## src/rtl/program_loader.sv

```systemverilog
// Serial program loader: unpacks a framed UART byte stream into 12-bit words
// and writes them into the program RAM while holding the CPU.
module program_loader #(
    parameter int unsigned ADDR_WIDTH = 8,
    parameter int unsigned DATA_WIDTH = 12,
    parameter int unsigned BASE_ADDR  = 0,
    parameter logic [7:0]  SYNC_BYTE  = 8'hA5,
    parameter int unsigned TIMEOUT    = 100000
) (
    input  logic                  clk,
    input  logic                  rst_n,
    input  logic [7:0]            rx_data,
    input  logic                  rx_valid,
    output logic [ADDR_WIDTH-1:0] ram_addr,
    output logic [DATA_WIDTH-1:0] ram_din,
    output logic                  ram_we,
    output logic                  cpu_hold,
    output logic                  busy,
    output logic                  load_done,
    output logic                  load_err
);

    localparam int unsigned TMO_W = $clog2(TIMEOUT + 1);
    localparam int unsigned REM_W = 9;

    typedef enum logic [2:0] {
        S_IDLE,
        S_COUNT,
        S_B0,
        S_B1,
        S_B2,
        S_CHK
    } state_t;

    state_t                state_q, state_d;
    logic [REM_W-1:0]      rem_q, rem_d;
    logic [ADDR_WIDTH-1:0] addr_q, addr_d;
    logic [7:0]            sum_q, sum_d;
    logic [7:0]            b0_q, b0_d;
    logic [3:0]            b1lo_q, b1lo_d;
    logic [TMO_W-1:0]      tmo_q, tmo_d;
    logic [ADDR_WIDTH-1:0] ram_addr_d;
    logic [DATA_WIDTH-1:0] ram_din_d;
    logic                  ram_we_d, cpu_hold_d, busy_d, load_done_d, load_err_d;

    // State and output registers
    always_ff @(posedge clk or negedge rst_n) begin
        if (!rst_n) begin
            state_q   <= S_IDLE;
            rem_q     <= '0;
            addr_q    <= '0;
            sum_q     <= '0;
            b0_q      <= '0;
            b1lo_q    <= '0;
            tmo_q     <= '0;
            ram_addr  <= '0;
            ram_din   <= '0;
            ram_we    <= 1'b0;
            cpu_hold  <= 1'b0;
            busy      <= 1'b0;
            load_done <= 1'b0;
            load_err  <= 1'b0;
        end else begin
            state_q   <= state_d;
            rem_q     <= rem_d;
            addr_q    <= addr_d;
            sum_q     <= sum_d;
            b0_q      <= b0_d;
            b1lo_q    <= b1lo_d;
            tmo_q     <= tmo_d;
            ram_addr  <= ram_addr_d;
            ram_din   <= ram_din_d;
            ram_we    <= ram_we_d;
            cpu_hold  <= cpu_hold_d;
            busy      <= busy_d;
            load_done <= load_done_d;
            load_err  <= load_err_d;
        end
    end

    // Frame parser, word unpacking, checksum and inter-byte timeout
    always_comb begin
        state_d     = state_q;
        rem_d       = rem_q;
        addr_d      = addr_q;
        sum_d       = sum_q;
        b0_d        = b0_q;
        b1lo_d      = b1lo_q;
        tmo_d       = '0;
        ram_addr_d  = ram_addr;
        ram_din_d   = ram_din;
        ram_we_d    = 1'b0;
        load_done_d = load_done;
        load_err_d  = load_err;

        // Idle cycles since the last byte; only counted inside a frame
        if (state_q != S_IDLE && !rx_valid) begin
            tmo_d = tmo_q + TMO_W'(1);
        end

        if (rx_valid) begin
            case (state_q)
                S_IDLE: begin
                    if (rx_data == SYNC_BYTE) begin
                        state_d     = S_COUNT;
                        load_done_d = 1'b0;
                        load_err_d  = 1'b0;
                    end
                end
                S_COUNT: begin
                    rem_d   = (rx_data == 8'h00) ? REM_W'(256) : REM_W'(rx_data);
                    addr_d  = ADDR_WIDTH'(BASE_ADDR);
                    sum_d   = '0;
                    state_d = S_B0;
                end
                S_B0: begin
                    b0_d    = rx_data;
                    sum_d   = sum_q + rx_data;
                    state_d = S_B1;
                end
                S_B1: begin
                    sum_d      = sum_q + rx_data;
                    b1lo_d     = rx_data[3:0];
                    ram_we_d   = 1'b1;
                    ram_addr_d = addr_q;
                    ram_din_d  = DATA_WIDTH'({b0_q, rx_data[7:4]});
                    addr_d     = addr_q + ADDR_WIDTH'(1);
                    rem_d      = rem_q - REM_W'(1);
                    state_d    = (rem_q == REM_W'(1)) ? S_CHK : S_B2;
                end
                S_B2: begin
                    sum_d      = sum_q + rx_data;
                    ram_we_d   = 1'b1;
                    ram_addr_d = addr_q;
                    ram_din_d  = DATA_WIDTH'({b1lo_q, rx_data});
                    addr_d     = addr_q + ADDR_WIDTH'(1);
                    rem_d      = rem_q - REM_W'(1);
                    state_d    = (rem_q == REM_W'(1)) ? S_CHK : S_B0;
                end
                S_CHK: begin
                    state_d = S_IDLE;
                    if (rx_data == sum_q) begin
                        load_done_d = 1'b1;
                    end else begin
                        load_err_d = 1'b1;
                    end
                end
                default: state_d = S_IDLE;
            endcase
        end else if (state_q != S_IDLE && tmo_q == TMO_W'(TIMEOUT - 1)) begin
            // TIMEOUT cycles without a byte: abandon the frame
            state_d    = S_IDLE;
            load_err_d = 1'b1;
            tmo_d      = '0;
        end

        busy_d     = (state_d != S_IDLE);
        cpu_hold_d = busy_d;
    end

endmodule

```

## config.mk

```make
export PLATFORM = sky130hd
export DESIGN_NAME = program_loader
export DESIGN_NICKNAME = d
export VERILOG_FILES = /design/src/rtl/program_loader.sv
export SDC_FILE = /design/constraint.sdc
export NUM_CORES = 1
export LEC_CHECK = 0
export BUFFER_PORTS_ARGS = -buffer_cell sky130_fd_sc_hd__buf_2
export CORE_UTILIZATION = 50
export DETAILED_ROUTE_END_ITERATION = 8
export PLACE_DENSITY = 0.67
export SKIP_CTS_REPAIR_TIMING = 1
export SLEW_MARGIN = 0
export SYNTH_ARGS = -nofsm -noshare
export SYNTH_HDL_FRONTEND = slang
export SYNTH_SLANG_ARGS = --single-unit
export TNS_END_PERCENT = 1
```

## constraint.sdc

```tcl
create_clock -name clk -period 2.4 [get_ports clk]
set_input_delay 0.12 -clock clk [delete_from_list [all_inputs] [get_ports clk]]
set_output_delay 0.12 -clock clk [all_outputs]
set_load 0.1 [all_outputs]
```

==> reports/metrics.csv <==
metric,value,unit
outcome,"finished, final reports clean",
drc_errors,0,
critPathArrivalTime,2.47,ns
r2r_slack,0.17,ns
cap_violations,0,
syn-num-nets,449,
slew_headroom,0.1867,
finalClockSkew,0.008905,ns
viasPerCell,5.505,
cp_max_fo,4,
h-tree-depth,3,
die_area,8441,um^2
setup_ws,0.1653,ns
ios,36,
core_area,7767,um^2
crit_path_max_incr_delay,0.53,ns
design_area,4563,um^2
syn_area,4039,um^2
synthCells,426,
clockRootBuffer,clkbuf_8,
r2r-start,tmo_q[13],
crit_path_end_kind,flop,
final-setup-viol-count,0,
insertion_delay,0.35,ns
first_iter_violations,189,
drt_first_pass_iters,4,
totalWireLength,8471,um
irDropWorstVdd,940.7,uV
grt_pass1_vias,3143,
antenna-diode-count,0,
hp-class,in2reg,
synth_seq_cells,81,
synthMostInstantiatedCell,dfrtp_1,
rsz0062_at_grt,no,
synth_ff_type,dfrtp_1,
wl_met3,302,um
cts.sinks,81,
synth_area_leader_cell,dfrtp_1,
portBuffers,35,
die_height,91.88,um
pre_cts_slack,0.1757,ns
clkTransAtPathRegs,0.08,ns
grt_max_degree,42,
crit_path_start_kind,flop,
synth_area_leaders,"dfrtp_1 50%, nand2_1 6.8%, o21ai_0 5.8%",
rr_endpoint,busy,
drive_gt1_frac,0.1624,
maxUsedRoutingLayer,met4,
synth_edf_count,0,
min_to,b1lo_q[3],
num_vias,3138,
syn_avg_cell_area,9.481,um^2
area_delta_synth_final,12.98,%
crit_path_top_delay_cell,or4_1,
gp_congestion,0.8708,
worst-endpoint-required,2.63,ns
layout.nets,487,
multi_input_area,1899,um^2
worst_slew_pin_slew,1.213,ns
grt_overflow,0,
worstSetupPathType,reg2reg,
wl_per_cell,14.86,um
hold_slack,0.1327,ns
clockBufferDepth,2,
grt_use_total,0.2246,
power.density,1224,nW/um^2
whs_path_depth,2,
ys_async_sr_fraction,1.000,
die_x,91.88,um
fmax,447.5,MHz
synthTopCellsByCount,"81 x dfrtp_1, 73 x nand2_1, 47 x o21ai_0",
fin_crit,2.235,ns
finalHoldViolCount,0,
yosysSeqAreaShare,0.5019,
initial_core_util,0.5200,
netlist.area_leader.share,0.5019,
ant_nets,0,
leakage,2.129,nW
nFillCells,709,
antenna_found_initial,0,
synth.distinct_cells,47,
period_share,0.9311,
cts_made_buffers,9,
dpl.hpwl,5819,um
route.met2.wl,4044,um
wl_met1,3987,um
yosysWarnings,0,
tns,0,ns
cts_tree,yes,
hp-start,rx_data[3],
grt_pass1_wl,14700,um
crit_chain,or4_1 > nor4_2 > a41oi_2 > buf_4 > o21ai_0 > nand2_1 > or3_1,
rows,32,
drv_slew,0,
seq_area,2027,um^2
dpl-instance-area,4364,um^2
reg2reg_depth,7,
## flip-flops by register name, summed over array words and instances (netlist names)
register,count
state_q,3
ram_din,12
load_err,1
tmo_q,17
ram_we,1
ram_addr,8
busy,1
b1lo_q,4
addr_q,8
b0_q,8
load_done,1
sum_q,8
rem_q,9
## kinds of logic after synthesis
logic type / count (synthesis) / share of synthesized area
buf+inv: 32 / 0.03129
mux: 25 / 0.06536
xor+xnor: 21 / 0.04554
flops: 81 / 0.5019
compound gates: 86 / 0.1258
fa+ha+maj: 12 / 0.03903
simple gates: 169 / 0.1911
## worst max-delay path by stage
stage | startpoint | end | slack, ns | cells after the start
2_1_floorplan | tmo_q[11] | busy | 0.24 | 5
3_3_place_gp | tmo_q[11] | busy | 0.20 | 5
3_5_place_dp | tmo_q[11] | busy | 0.18 | 7
4_1_cts | tmo_q[13] | busy | 0.16 | 7
5_1_grt | tmo_q[13] | busy | 0.04 | 7
6_report | tmo_q[13] | busy | 0.17 | 7
## report_power, final
group          switching, mW  internal, mW
Combinational           1.88         0.731
Sequential             0.245          1.76
Clock                  0.487         0.480
Total                   2.61          2.97
## through the flow
step | instances | power (mW) | utilization
4_1_cts | 569 | 5.630 | 0.5857
3_5_place_dp | 554 | 4.646 | 0.5619
3_3_place_gp | 554 | 4.583 | 0.5619
6_report | 570 | 5.585 | 0.5875
5_1_grt | 570 | 5.958 | 0.5875
2_1_floorplan | 426 | 4.109 | -
## critical path: cells and delay by family (launching register included)
family,cells,cell delay [ns]
AOI/OAI and AO/OA,2,0.33
buffers and inverters,1,0.18
DFF,1,0.42
and+or+nand+nor,4,1.19
## layer usage
metal	track usage	vias to the layer above
met5	0	-
met4	0.07943	0
met3	0.06385	11
met2	0.3607	57
met1	0.2908	1519
li1	-	1551
## cells in the final DEF, fill, tap and decap left out, types with 5 or more instances in the layout
master    synthesis  routed
a21oi_1          13      12
and3_1            9       9
buf_2             2      34
buf_4             1      10
clkbuf_8          0       9
dfrtp_1          81      81
ha_1             11      11
inv_1            12      12
mux2_2           11      11
mux2i_1          14      14
nand2_1          73      73
nand3_1          14      14
nor2_1           39      39
nor2b_1           5       5
nor3_1            8       8
o21ai_0          47      47
xnor2_1           8       8
xor2_1           13      13
## cell type report
| type | instances | area share |
|---|---|---|
| clock buffers | 11 | 0.02879 |
| clock inverters | 4 | 0.01179 |
| inverters | 13 | 0.01069 |
| multi-input cells | 313 | 0.4162 |
| flip-flops and latches | 81 | 0.4442 |
| well taps | 102 | 0.02797 |
| repair buffers | 46 | 0.06032 |
Power figures use the tool's default switching activity.
